==> config.mk <==
export PLATFORM = sky130hd
export DESIGN_NAME = wallace_cpa_pipe
export DESIGN_NICKNAME = d
export VERILOG_FILES = /design/src/rtl/wallace_cpa_pipe.sv
export SDC_FILE = /design/constraint.sdc
export NUM_CORES = 1
export LEC_CHECK = 0
export ABC_AREA = 1
export CORE_MARGIN = 8
export CORE_UTILIZATION = 50
export CTS_CLUSTER_DIAMETER = 80
export DETAILED_ROUTE_END_ITERATION = 10
export PLACE_DENSITY = 0.8
export REMOVE_ABC_BUFFERS = 1
export SLEW_MARGIN = 40
export SYNTH_ARGS = -nofsm -noshare
export SYNTH_HDL_FRONTEND = slang
export SYNTH_SLANG_ARGS = --single-unit
==> constraint.sdc <==
create_clock -name clk -period 2.05 [get_ports clk]
set_input_delay 0.205 -clock clk [delete_from_list [all_inputs] [get_ports clk]]
set_output_delay 0.205 -clock clk [all_outputs]
set_load 0.05 [all_outputs]
==> src/rtl/wallace_cpa_pipe.sv <==
// rtl/wallace_cpa_pipe.sv - two-stage elastic carry-propagate adder closing a Wallace tree
module wallace_cpa_pipe #(
    parameter int W = 16
) (
    input  logic         clk,
    input  logic         rst_n,
    input  logic         in_valid,
    output logic         in_ready,
    input  logic [W-1:0] in_sum,
    input  logic [W-1:0] in_carry,
    output logic         out_valid,
    input  logic         out_ready,
    output logic [W-1:0] out_prod,
    output logic         out_ovf,
    output logic         busy
);
    localparam int LO = W / 2;
    localparam int HI = W - LO;

    logic          v1_q, v1_d;
    logic          v2_q, v2_d;
    logic [LO-1:0] lo1_q, lo1_d;
    logic          c1_q, c1_d;
    logic [HI-1:0] hs1_q, hs1_d;
    logic [HI-1:0] hc1_q, hc1_d;
    logic [W-1:0]  prod_q, prod_d;
    logic          ovf_q, ovf_d;

    logic          s1_load;
    logic          s2_load;
    logic [LO:0]   lo_sum;
    logic [HI:0]   hi_sum;

    // Stage 1 frees up in the same cycle stage 2 takes its contents.
    always_comb begin
        s2_load  = v1_q & (~v2_q | out_ready);
        in_ready = ~v1_q | s2_load;
        s1_load  = in_valid & in_ready;
        v2_d     = s2_load | (v2_q & ~out_ready);
        v1_d     = s1_load | (v1_q & ~s2_load);
    end

    // Low half resolves in stage 1; its carry-out feeds the high-half add.
    always_comb begin
        lo_sum = {1'b0, in_sum[LO-1:0]} + {1'b0, in_carry[LO-1:0]};
        hi_sum = {1'b0, hs1_q} + {1'b0, hc1_q} + {{HI{1'b0}}, c1_q};
    end

    always_comb begin
        lo1_d  = lo1_q;
        c1_d   = c1_q;
        hs1_d  = hs1_q;
        hc1_d  = hc1_q;
        prod_d = prod_q;
        ovf_d  = ovf_q;
        if (s1_load) begin
            lo1_d = lo_sum[LO-1:0];
            c1_d  = lo_sum[LO];
            hs1_d = in_sum[W-1:LO];
            hc1_d = in_carry[W-1:LO];
        end
        if (s2_load) begin
            prod_d = {hi_sum[HI-1:0], lo1_q};
            ovf_d  = hi_sum[HI];
        end
    end

    always_ff @(posedge clk or negedge rst_n) begin
        if (!rst_n) begin
            v1_q   <= 1'b0;
            v2_q   <= 1'b0;
            lo1_q  <= '0;
            c1_q   <= 1'b0;
            hs1_q  <= '0;
            hc1_q  <= '0;
            prod_q <= '0;
            ovf_q  <= 1'b0;
        end else begin
            v1_q   <= v1_d;
            v2_q   <= v2_d;
            lo1_q  <= lo1_d;
            c1_q   <= c1_d;
            hs1_q  <= hs1_d;
            hc1_q  <= hc1_d;
            prod_q <= prod_d;
            ovf_q  <= ovf_d;
        end
    end

    assign out_valid = v2_q;
    assign out_prod  = prod_q;
    assign out_ovf   = ovf_q;
    assign busy      = v1_q | v2_q;

endmodule
==> results of run 1 <==
-- state kept, by name, indices dropped and copies added (netlist names) --
register   cells
c1_q           1
hc1_q          8
hs1_q          8
lo1_q          8
out_ovf        1
out_prod      16
out_valid      1
v1_q           1
-- worst min path at each step --
stage | start | endpoint | slack [ps] | cells after the start
finish | in_carry[10] | hc1_q[2] | 430 | 3
global route | in_carry[11] | hc1_q[3] | 430 | 3
CTS | in_carry[8] | hc1_q[0] | 420 | 3
detailed placement | rst_n | hc1_q[7] | 310 | 2
global placement | rst_n | hc1_q[7] | 310 | 2
floorplan | rst_n | c1_q | -90 | 0
-- cell usage in the layout (no fill, tap or decap), types with 4 or more instances in the layout --
master and n:
sky130_fd_sc_hd__buf_4 4, sky130_fd_sc_hd__a21oi_1 10, sky130_fd_sc_hd__inv_1 23, sky130_fd_sc_hd__o21ai_0 6
sky130_fd_sc_hd__clkbuf_8 5, sky130_fd_sc_hd__clkdlybuf4s50_1 53, sky130_fd_sc_hd__nand2_1 144, sky130_fd_sc_hd__nor2_1 6
sky130_fd_sc_hd__ha_1 15, sky130_fd_sc_hd__dfrtp_1 44, sky130_fd_sc_hd__nand3_1 15, sky130_fd_sc_hd__xnor2_1 4
-- report_power, final --
group / total, mW / switching [mW] / internal, mW
clock network: 0.503 / 0.271 / 0.232
logic: 1.24 / 0.784 / 0.456
registers: 1.16 / 0.109 / 1.05
total: 2.90 / 1.16 / 1.74
-- per-layer routing --
layer / vias to the layer above / track usage (%) / wire [microns]
met3: 8 / 4.59 / 264
li1: 1025 / - / -
met5: - / 0 / 0
met2: 47 / 24.6 / 2340
met4: 0 / 7.44 / 112
met1: 904 / 16.6 / 2190
-- layout make-up --
| type | instances | area, sq um |
|---|---|---|
| sequential | 44 | 1100 |
| timing repair buffer | 59 | 576 |
| clock inverter | 1 | 5.00 |
| tap | 54 | 67.6 |
| multi-input combinational | 215 | 1100 |
| fill | 414 | 1620 |
| inverter | 24 | 90.1 |
| clock buffer | 6 | 72.6 |
-- what timing repair did --
| action | 4_1_cts | 5_1_grt |
|---|---|---|
| hold buffers | 1 | 0 |
| endpoints found under the hold margin | 44 | 0 |
| gates resized for setup | 0 | 0 |
| buffers inserted | 0 | 0 |
-- logic make-up after synthesis --
family	count (synthesis)	synth area share, %
AND/OR/NAND/NOR	175	30.7
flip-flops	44	47.0
buffers and inverters	31	6.19
AO/OA/AOI/OAI	18	4.06
adder cells (fa/ha/maj)	18	10.6
XOR/XNOR	4	1.49
-- worst max-delay path, delay by kind of cell, from the launching register on --
family                     cells  cell delay (ps)
DFF                            1              400
adders and majority gates      2              900
and+or+nand+nor                7              560
==> impl_metrics.csv, run 1 <==
group,metric,value,unit
clocking,clk_path_buf_depth,2,
setup_path,timing.critical_path.fanout_max,2,
cells_and_area,fin_area,3010,sq um
detailed_routing,detailed_route_wl,4910,microns
global_route,grt.total_usage,14.7,%
synth,yosysSeqAreaShare,47.0,%
setup_path,critical_path_required,2290,ps
sta,slew_headroom,64.6,%
placed_design,dpl.hpwl,3680,microns
power,peak_supply_drop,0.656,mV
setup_path,r2r-end,"out_prod[14]",
synth,syn_inst,290,
global_route,first_global_vias,1881,
synth,share_of_synthesized_flip_flops_with_an_asynchronous_set_or_reset,100,%
sta,grt_setup_unrepaired,"false",
setup_path,critPathLaunch,"c1_q",
setup_path,crit_end,"out_prod[14]",
placed_design,place_worst_setup_slack,164,ps
die,placeableCoreArea,4630,sq um
sta,tightestPinTransition,532,ps
placed_design,globalplace.congestion,0.776,
synth,synth_top_area_share,47.0,%
clocking,number_of_sinks_on_the_clock_net,44,
detailed_routing,routed_wire_length_per_instance,12.2,microns
detailed_routing,drt_iter0_drc,118,
synth,synth_seq_cells,44,
cells_and_area,flow.area_growth_from_synthesis,28.4,%
synth,count_of_flip_flops_with_a_built_in_enable_after_synthesis,0,
placed_design,port_buf_inserts,55,
setup_path,data_arrival_time_of_the_critical_path,2150,ps
clocking,cts_buffers,5,
job,timing.max_cap.violations,0,
cells_and_area,layout.core_utilization,65.0,%
sta,maxClockFrequency,524,MHz
synth,synth.top_cells.by_area,"sky130_fd_sc_hd__dfrtp_1 (47%), sky130_fd_sc_hd__nand2_1 (23%), sky130_fd_sc_hd__ha_1 (8.0%)",
global_route,grt_start_max_net_pins,45,
synth,yosys_warnings,0,
detailed_routing,drc,0,
clocking,clock-root-buffer,"sky130_fd_sc_hd__clkbuf_8",
detailed_routing,detail_route.vias_per_cell,4.92,
detailed_routing,drt_pass1_iterations,6,
clocking,clkSlewWorstSetupHoldPaths,80,ps
placed_design,place.detailed.instances,395,
clocking,cts_tree,"done",
setup_path,worst_setup_path_start_kind,"flip-flop",
cells_and_area,final_cells,403,
hold_path,worst_hold_check_path_type,"primary input to flip-flop",
die,placementRows,25,
sta,report.final.setup_viol,0,
power,leakage,1.60,nW
setup_path,setup.worst_path.end_class,"flip-flop",
sta,finalCriticalPeriod,1910,ps
synth,synth.top_cells.by_count,"sky130_fd_sc_hd__nand2_1 (144), sky130_fd_sc_hd__dfrtp_1 (44), sky130_fd_sc_hd__inv_1 (23)",
clocking,source_to_sink_clock_delay_at_the_later_pin_of_the_worst_skew_pair,300,ps
detailed_routing,drtAntennaViolNets,0,
clocking,clock_tree.htree_level_count,2,
die,initial_util,50.6,%
die,chipHeight,84.5,microns
sta,hold_slack,432,ps
synth,synthDistinctLibCells,21,
detailed_routing,detailroute.via_count,1984,
synth,synth_area_per_cell,8.09,sq um
setup_path,crit_chain,"fa_1 -> fa_1 -> nand3_1 -> nand2_1 -> nand2_1 -> nand2_1 -> nand2_1 -> nand3_1 -> nand2_1",
synth,synth_area,2340,sq um
global_route,antenna_found_initial,0,
setup_path,critical-path-slowest-cell,"sky130_fd_sc_hd__fa_1",
setup_path,library_cell_appearing_most_often_on_the_critical_path,"sky130_fd_sc_hd__nand2_1",
setup_path,critical_setup_path_kind,"flip-flop to flip-flop",
sta,total_negative_setup_slack,0,ps
global_route,overflow_left_after_global_routing,0,
power,post-layout-total-power,2.90,mW
global_route,first_pass_grt_wire_length,8440,microns
placed_design,placed_cell_area,2920,sq um
setup_path,r2r_slack,140,ps
cells_and_area,antennaDiodeCount,0,
cells_and_area,final_nets,403,
die,design.portCount,56,
setup_path,regToRegStartpoint,"c1_q",
synth,dominantRegCellSynth,"sky130_fd_sc_hd__dfrtp_1",
sta,setup_ws,140,ps
synth,top_count_cell_post_synth,"sky130_fd_sc_hd__nand2_1",
power,p_per_area,965,nW/um^2
cells_and_area,layout-drive-gt1-share,5.16,%
die,dieArea,7140,sq um
setup_path,ff2ff_path_depth,9,
outcome,run_status,"finished clean",
die,die_x,84.5,microns
sta,finalHoldViolCount,0,
sta,final_min_period_over_clock_period,93.1,%
setup_path,timing.critical_path.slowest_cell_delay,470,ps
synth,yosysTopAreaCell,"sky130_fd_sc_hd__dfrtp_1",
sta,fin_worst_skew,4.23,ps
sta,max_slew_violation_count,0,
Note: power is estimated with default switching activity, not from simulation.
==> run 2, diff against run 1 <==
clock period = 1.83 ns   (was 2.05 ns; I/O delays follow)
==> run 2 against run 1 <==
Compared with the run above: sequential power is 12% higher; largest power group unchanged; die area stayed put; register-to-register slack worse by 80 ps; via count rose by 1.8%; worst hold slack lost 6.4 ps; maximum frequency increased by 7.8%; sequential cell count unchanged; critical path depth unchanged.
==> impl_metrics.csv, run 2 (same netlist as run 1, synthesis figures left out) <==
group,metric,value,unit
detailed_routing,drtAntennaViolNets,0,
cells_and_area,filler_cell_count,416,
global_route,grt_start_max_net_pins,45,
setup_path,library_cell_appearing_most_often_on_the_critical_path,"sky130_fd_sc_hd__nand2_2",
power,comb_power_share,42.3,%
global_route,overflow_left_after_global_routing,0,
setup_path,timing.critical_path.slowest_cell_delay,420,ps
setup_path,timing.critical_path.fanout_max,2,
clocking,clk_path_buf_depth,2,
detailed_routing,detailed_route_wl,5030,microns
sta,final_min_period_over_clock_period,96.8,%
sta,grt_setup_unrepaired,"true",
power,sequentialPowerShare,38.7,%
sta,fin_worst_skew,4.67,ps
clocking,number_of_sinks_on_the_clock_net,44,
placed_design,placed_cell_area,2940,sq um
cells_and_area,flow.area_growth_from_synthesis,31.1,%
clocking,source_to_sink_clock_delay_at_the_later_pin_of_the_worst_skew_pair,290,ps
cells_and_area,antennaDiodeCount,0,
sta,tightestPinTransition,532,ps
outcome,run_status,"finished clean",
global_route,first_global_vias,2093,
cells_and_area,fin_area,3070,sq um
placed_design,port_buf_inserts,55,
placed_design,globalplace.congestion,0.788,
power,leakage,1.62,nW
sta,finalCriticalPeriod,1770,ps
clocking,clock-root-buffer,"sky130_fd_sc_hd__clkbuf_8",
global_route,grtUsageMet3,3.61,%
cells_and_area,final_nets,405,
global_route,first_pass_grt_wire_length,8960,microns
cells_and_area,number_of_flip_flops_under_the_largest_register_name,16,
placed_design,place.detailed.instances,396,
setup_path,critical_path_required,2060,ps
sta,max_slew_violation_count,0,
cells_and_area,final_cells,405,
detailed_routing,detailroute.via_count,2020,
detailed_routing,routed_wire_length_per_instance,12.4,microns
power,p_int,2.05,mW
clocking,cts_buffers,5,
detailed_routing,drt_iter0_drc,109,
cells_and_area,mostFrequentLayoutCells,"sky130_fd_sc_hd__nand2_1 (141), sky130_fd_sc_hd__clkdlybuf4s50_1 (52), sky130_fd_sc_hd__dfrtp_1 (44)",
cells_and_area,layout-drive-gt1-share,7.69,%
die,dieArea,7140,sq um
global_route,grt.busiest_layer,"met2",
setup_path,worst_setup_path_start_kind,"flip-flop",
detailed_routing,detail_route.vias_per_cell,4.99,
cells_and_area,layout.core_utilization,66.4,%
setup_path,critical-path-slowest-cell,"sky130_fd_sc_hd__fa_2",
global_route,global_route.usage.met1,17.3,%
detailed_routing,drc,0,
power,p_per_area,1090,nW/um^2
setup_path,critical_setup_path_kind,"flip-flop to flip-flop",
clocking,clock_tree.htree_level_count,2,
power,clockPowerShare,18.9,%
die,design.portCount,56,
cells_and_area,seqCellArea,1100,sq um
die,initial_util,50.6,%
clocking,clkSlewWorstSetupHoldPaths,80,ps
setup_path,data_arrival_time_of_the_critical_path,2000,ps
sta,maxClockFrequency,565,MHz
power,peak_supply_drop,0.755,mV
die,placeableCoreArea,4630,sq um
cells_and_area,multi_input_comb_area,1120,sq um
sta,report.final.setup_viol,0,
global_route,grt.total_usage,15.2,%
detailed_routing,drt_pass1_iterations,4,
cells_and_area,layout.cells.most_common,"sky130_fd_sc_hd__nand2_1",
setup_path,crit_chain,"fa_2 -> fa_2 -> nand3_2 -> nand2_2 -> nand2_2 -> nand2_2 -> nand2_1 -> nand3_1 -> nand2_1",
die,placementRows,25,
die,chipHeight,84.5,microns
setup_path,r2r_slack,60,ps
setup_path,setup.worst_path.end_class,"flip-flop",
global_route,antenna_found_initial,0,
sta,setup_ws,59.0,ps
job,timing.max_cap.violations,0,
clocking,cts_tree,"done",
sta,slew_headroom,64.5,%
die,die_x,84.5,microns
sta,finalHoldViolCount,0,
placed_design,dpl.hpwl,3830,microns
global_route,gr-usage-met2,26.8,%
placed_design,place_worst_setup_slack,-37.7,ps
power,switchingPower,1.32,mW
hold_path,worst_hold_check_path_type,"primary input to flip-flop",
power,switching_share_of_power,39.2,%
==> run 2: cell types whose count changed in the layout (fill, tap and decap cells not counted), moves of 2 or more <==
cell / delta
sky130_fd_sc_hd__clkbuf_8: +2
sky130_fd_sc_hd__nand2_2: +3
sky130_fd_sc_hd__nand2_1: -3
sky130_fd_sc_hd__fa_1: -2
sky130_fd_sc_hd__fa_2: +2
==> run 2: critical path, delay by kind of cell (launching register included) <==
| family | cells | cell delay (ps) |
|---|---|---|
| simple gates | 7 | 510 |
| fa+ha+maj | 2 | 800 |
| flops | 1 | 410 |
==> run 2: area by class of cell <==
cell class / count / area share (%)
tap: 54 / 2.20
inverter: 24 / 2.93
clock buffer: 7 / 3.14
timing repair buffer: 61 / 19.6
sequential: 44 / 35.8
multi-input combinational: 215 / 36.3
==> run 2: power groups by stage <==
stage | clock network (mW) | logic, mW | registers [mW]
finish | 0.636 | 1.42 | 1.30
global route | 0.696 | 1.56 | 1.33
CTS | 0.647 | 1.41 | 1.30
detailed placement | 0 | 1.40 | 1.32
global placement | 0 | 1.38 | 1.32
floorplan | 0 | 0.498 | 1.72
==> run 2: through the flow <==
step | setup TNS, ps | hold WS [ps] | power (mW)
finish | 0 | 425 | 3.36
floorplan | -67.9 | -113 | 2.22
global placement | 0 | 286 | 2.70
detailed placement | -81.8 | 286 | 2.72
global route | -44.3 | 420 | 3.58
CTS | 0 | 422 | 3.36
==> run 2: worst paths after layout <==
path	to	from	cells past startpoint
max	out_prod[14]	hc1_q[0]	9
min	hc1_q[2]	in_carry[10]	3
max reg2reg	out_prod[14]	hc1_q[0]	9
min reg2reg	out_prod[7]	lo1_q[7]	2
max in group asynchronous	out_prod[9]	rst_n	3
min in group asynchronous	hc1_q[7]	rst_n	3
==> run 2: routing by layer <==
metal	vias up	wire, microns	part of all wire (%)
met2	52	2470	49
met1	936	2230	44
met4	0	80	1.6
li1	1023	-	-
met5	-	0	0
met3	9	261	5.2
==> run 2: what timing repair did <==
item                                    CTS  global route
endpoints found under the setup margin    3             3
buffers inserted                          0             1
hold buffers                              1             0
cloned                                    0             0
pin swaps                                 0             5
hold endpoints to repair                 44             0
resized for setup                         2             5
==> run 3, diff against run 2 <==
CORE_UTILIZATION = 51   (was 50)
CTS_BUF_LIST = sky130_fd_sc_hd__clkbuf_4 sky130_fd_sc_hd__clkbuf_8   (was unset)
PLACE_DENSITY = 0.82   (was 0.8)
RECOVER_POWER = 25   (was unset)
==> run 3 against run 2 <==
Compared with the run above: highest routed layer unchanged; combinational power is essentially flat; via count shrank 0.54%; clock power is essentially flat; largest cell class unchanged; utilization grew 3.3 points; sequential power is essentially flat; setup slack gained 6.1 ps; clock skew is essentially flat; global-route usage shrank 0.58 points.
==> impl_metrics.csv, run 3 (same netlist as run 1, synthesis figures left out) <==
group,metric,value,unit
setup_path,timing.critical_path.slowest_cell_delay,410,ps
setup_path,worst_setup_path_start_kind,"flip-flop",
cells_and_area,layout-drive-gt1-share,7.43,%
cells_and_area,layout.core_utilization,69.7,%
cells_and_area,number_of_flip_flops_under_the_largest_register_name,16,
detailed_routing,detailroute.via_count,2009,
global_route,grt_start_max_net_pins,27,
cells_and_area,multi_input_comb_area,1120,sq um
detailed_routing,drtAntennaViolNets,0,
job,timing.max_cap.violations,0,
clocking,cts_tree,"done",
sta,tightestPinTransition,632,ps
clocking,clock-root-buffer,"sky130_fd_sc_hd__clkbuf_8",
global_route,first_global_vias,2082,
sta,final_min_period_over_clock_period,96.4,%
die,die_x,83.8,microns
placed_design,placed_cell_area,2930,sq um
detailed_routing,routed-wl-met2,2510,microns
clocking,cts_buffers,5,
clocking,post-cts-setup-buffers,0,
sta,fin_worst_skew,4.44,ps
sta,maxClockFrequency,567,MHz
setup_path,crit_chain,"fa_2 -> fa_2 -> nand3_2 -> nand2_2 -> nand2_2 -> nand2_2 -> nand2_1 -> nand3_1 -> nand2_1",
placed_design,port_buf_inserts,55,
detailed_routing,routed_wire_length_per_instance,12.6,microns
clocking,source_to_sink_clock_delay_at_the_later_pin_of_the_worst_skew_pair,290,ps
global_route,first_pass_grt_wire_length,8850,microns
sta,slew_headroom,57.9,%
cells_and_area,antennaDiodeCount,0,
placed_design,place_worst_setup_slack,-40.0,ps
cells_and_area,filler_cell_count,354,
setup_path,data_arrival_time_of_the_critical_path,1990,ps
cells_and_area,fin_area,3060,sq um
sta,max_slew_violation_count,0,
power,leakage,1.61,nW
detailed_routing,detail_route.vias_per_cell,5.00,
detailed_routing,drc,0,
clocking,clkSlewWorstSetupHoldPaths,80,ps
hold_path,worst_hold_check_path_type,"primary input to flip-flop",
clocking,number_of_sinks_on_the_clock_net,44,
sta,setup_ws,65.1,ps
die,chipHeight,83.8,microns
cells_and_area,flow.area_growth_from_synthesis,30.4,%
setup_path,critical-path-slowest-cell,"sky130_fd_sc_hd__fa_2",
setup_path,r2r_slack,70,ps
die,placeableCoreArea,4380,sq um
setup_path,crit_family,"adder cells",
placed_design,globalplace.congestion,0.800,
setup_path,critical_path_required,2060,ps
setup_path,setup.worst_path.end_class,"flip-flop",
die,design.portCount,56,
setup_path,timing.critical_path.fanout_max,2,
die,placementRows,24,
detailed_routing,met3RoutedLength,213,microns
setup_path,critical_path.n_buffers_inverters,0,
cells_and_area,layout.cells.most_common,"sky130_fd_sc_hd__nand2_1",
power,peak_supply_drop,0.593,mV
cells_and_area,seqCellArea,1100,sq um
sta,finalCriticalPeriod,1760,ps
global_route,grt.total_usage,14.6,%
setup_path,critical_setup_path_kind,"flip-flop to flip-flop",
placed_design,dpl.hpwl,3900,microns
detailed_routing,wirelength_met1,2300,microns
detailed_routing,uppermost_routed_layer,"met4",
sta,report.final.setup_viol,0,
outcome,run_status,"finished clean",
sta,grt_setup_unrepaired,"true",
sta,finalHoldViolCount,0,
setup_path,library_cell_appearing_most_often_on_the_critical_path,"sky130_fd_sc_hd__nand2_2",
clocking,clock_tree.htree_level_count,2,
clocking,clk_path_buf_depth,2,
detailed_routing,detailed_route_wl,5070,microns
global_route,antenna_found_initial,0,
detailed_routing,drt_iter0_drc,108,
power,p_per_area,1100,nW/um^2
die,initial_util,53.5,%
cells_and_area,mostFrequentLayoutCells,"sky130_fd_sc_hd__nand2_1 (141), sky130_fd_sc_hd__clkdlybuf4s50_1 (52), sky130_fd_sc_hd__dfrtp_1 (44)",
cells_and_area,final_nets,403,
detailed_routing,drt_pass1_iterations,4,
die,dieArea,7020,sq um
global_route,overflow_left_after_global_routing,0,
==> run 3: changes by cell type in the layout (fill, tap and decap cells not counted), sizes merged <==
cell / previous run / this run
buf: 7 / 4
clkbuf: 7 / 9
==> run 3: worst paths after layout <==
| kind | start | to | cells past startpoint |
|---|---|---|---|
| setup / recovery | hc1_q[0] | out_prod[14] | 9 |
| hold / removal | in_sum[9] | hs1_q[1] | 3 |
| min in group asynchronous | rst_n | out_valid | 2 |
| hold reg to reg | lo1_q[0] | out_prod[0] | 2 |
| max in group asynchronous | rst_n | hs1_q[0] | 3 |
| setup reg to reg | hc1_q[0] | out_prod[14] | 9 |
==> run 3: per-layer routing <==
layer  GRT usage, %  vias to the layer above
li1               -                     1019
met1           17.1                      943
met2           25.5                       38
met3           3.81                        9
met4           3.92                        0
met5              0                        -
==> run 3: through the flow <==
step | power [mW] | hold WS (ps) | instances | setup TNS [ps]
global placement | 2.69 | 210 | 393 | 0
CTS | 3.37 | 417 | 402 | 0
global route | 3.58 | 422 | 402 | -49.4
finish | 3.36 | 421 | 402 | 0
detailed placement | 2.73 | 209 | 393 | -56.7
floorplan | 2.22 | -113 | 283 | -67.9
==> run 3: final cells by class <==
class	instances	share of cell area, %
clock buffer	8	3.19
inverter	24	2.95
multi-input combinational	215	36.5
sequential	44	36.0
tap	52	2.13
timing repair buffer	59	19.2
==> run 3: worst reg2reg max path, stage by stage (launching register included) <==
cell and delay, ps:
sky130_fd_sc_hd__dfrtp_1 400, sky130_fd_sc_hd__fa_2 410, sky130_fd_sc_hd__fa_2 390, sky130_fd_sc_hd__nand3_2 80, sky130_fd_sc_hd__nand2_2 70, sky130_fd_sc_hd__nand2_2 90, sky130_fd_sc_hd__nand2_2 60, sky130_fd_sc_hd__nand2_1 60
sky130_fd_sc_hd__nand3_1 60, sky130_fd_sc_hd__nand2_1 90
==> run 3: repair_timing <==
item,CTS,global route
hold endpoints to repair,25,0
setup endpoints to repair,3,3
pin swaps,0,5
gates resized for setup,3,4
hold buffers,1,0
==> run 3: report_power, final <==
part / switching [mW] / leakage [nW] / internal [mW] / total (mW)
combinational: 0.904 / 1.02 / 0.523 / 1.43
clock: 0.297 / 0.0523 / 0.337 / 0.634
sequential: 0.125 / 0.536 / 1.18 / 1.30
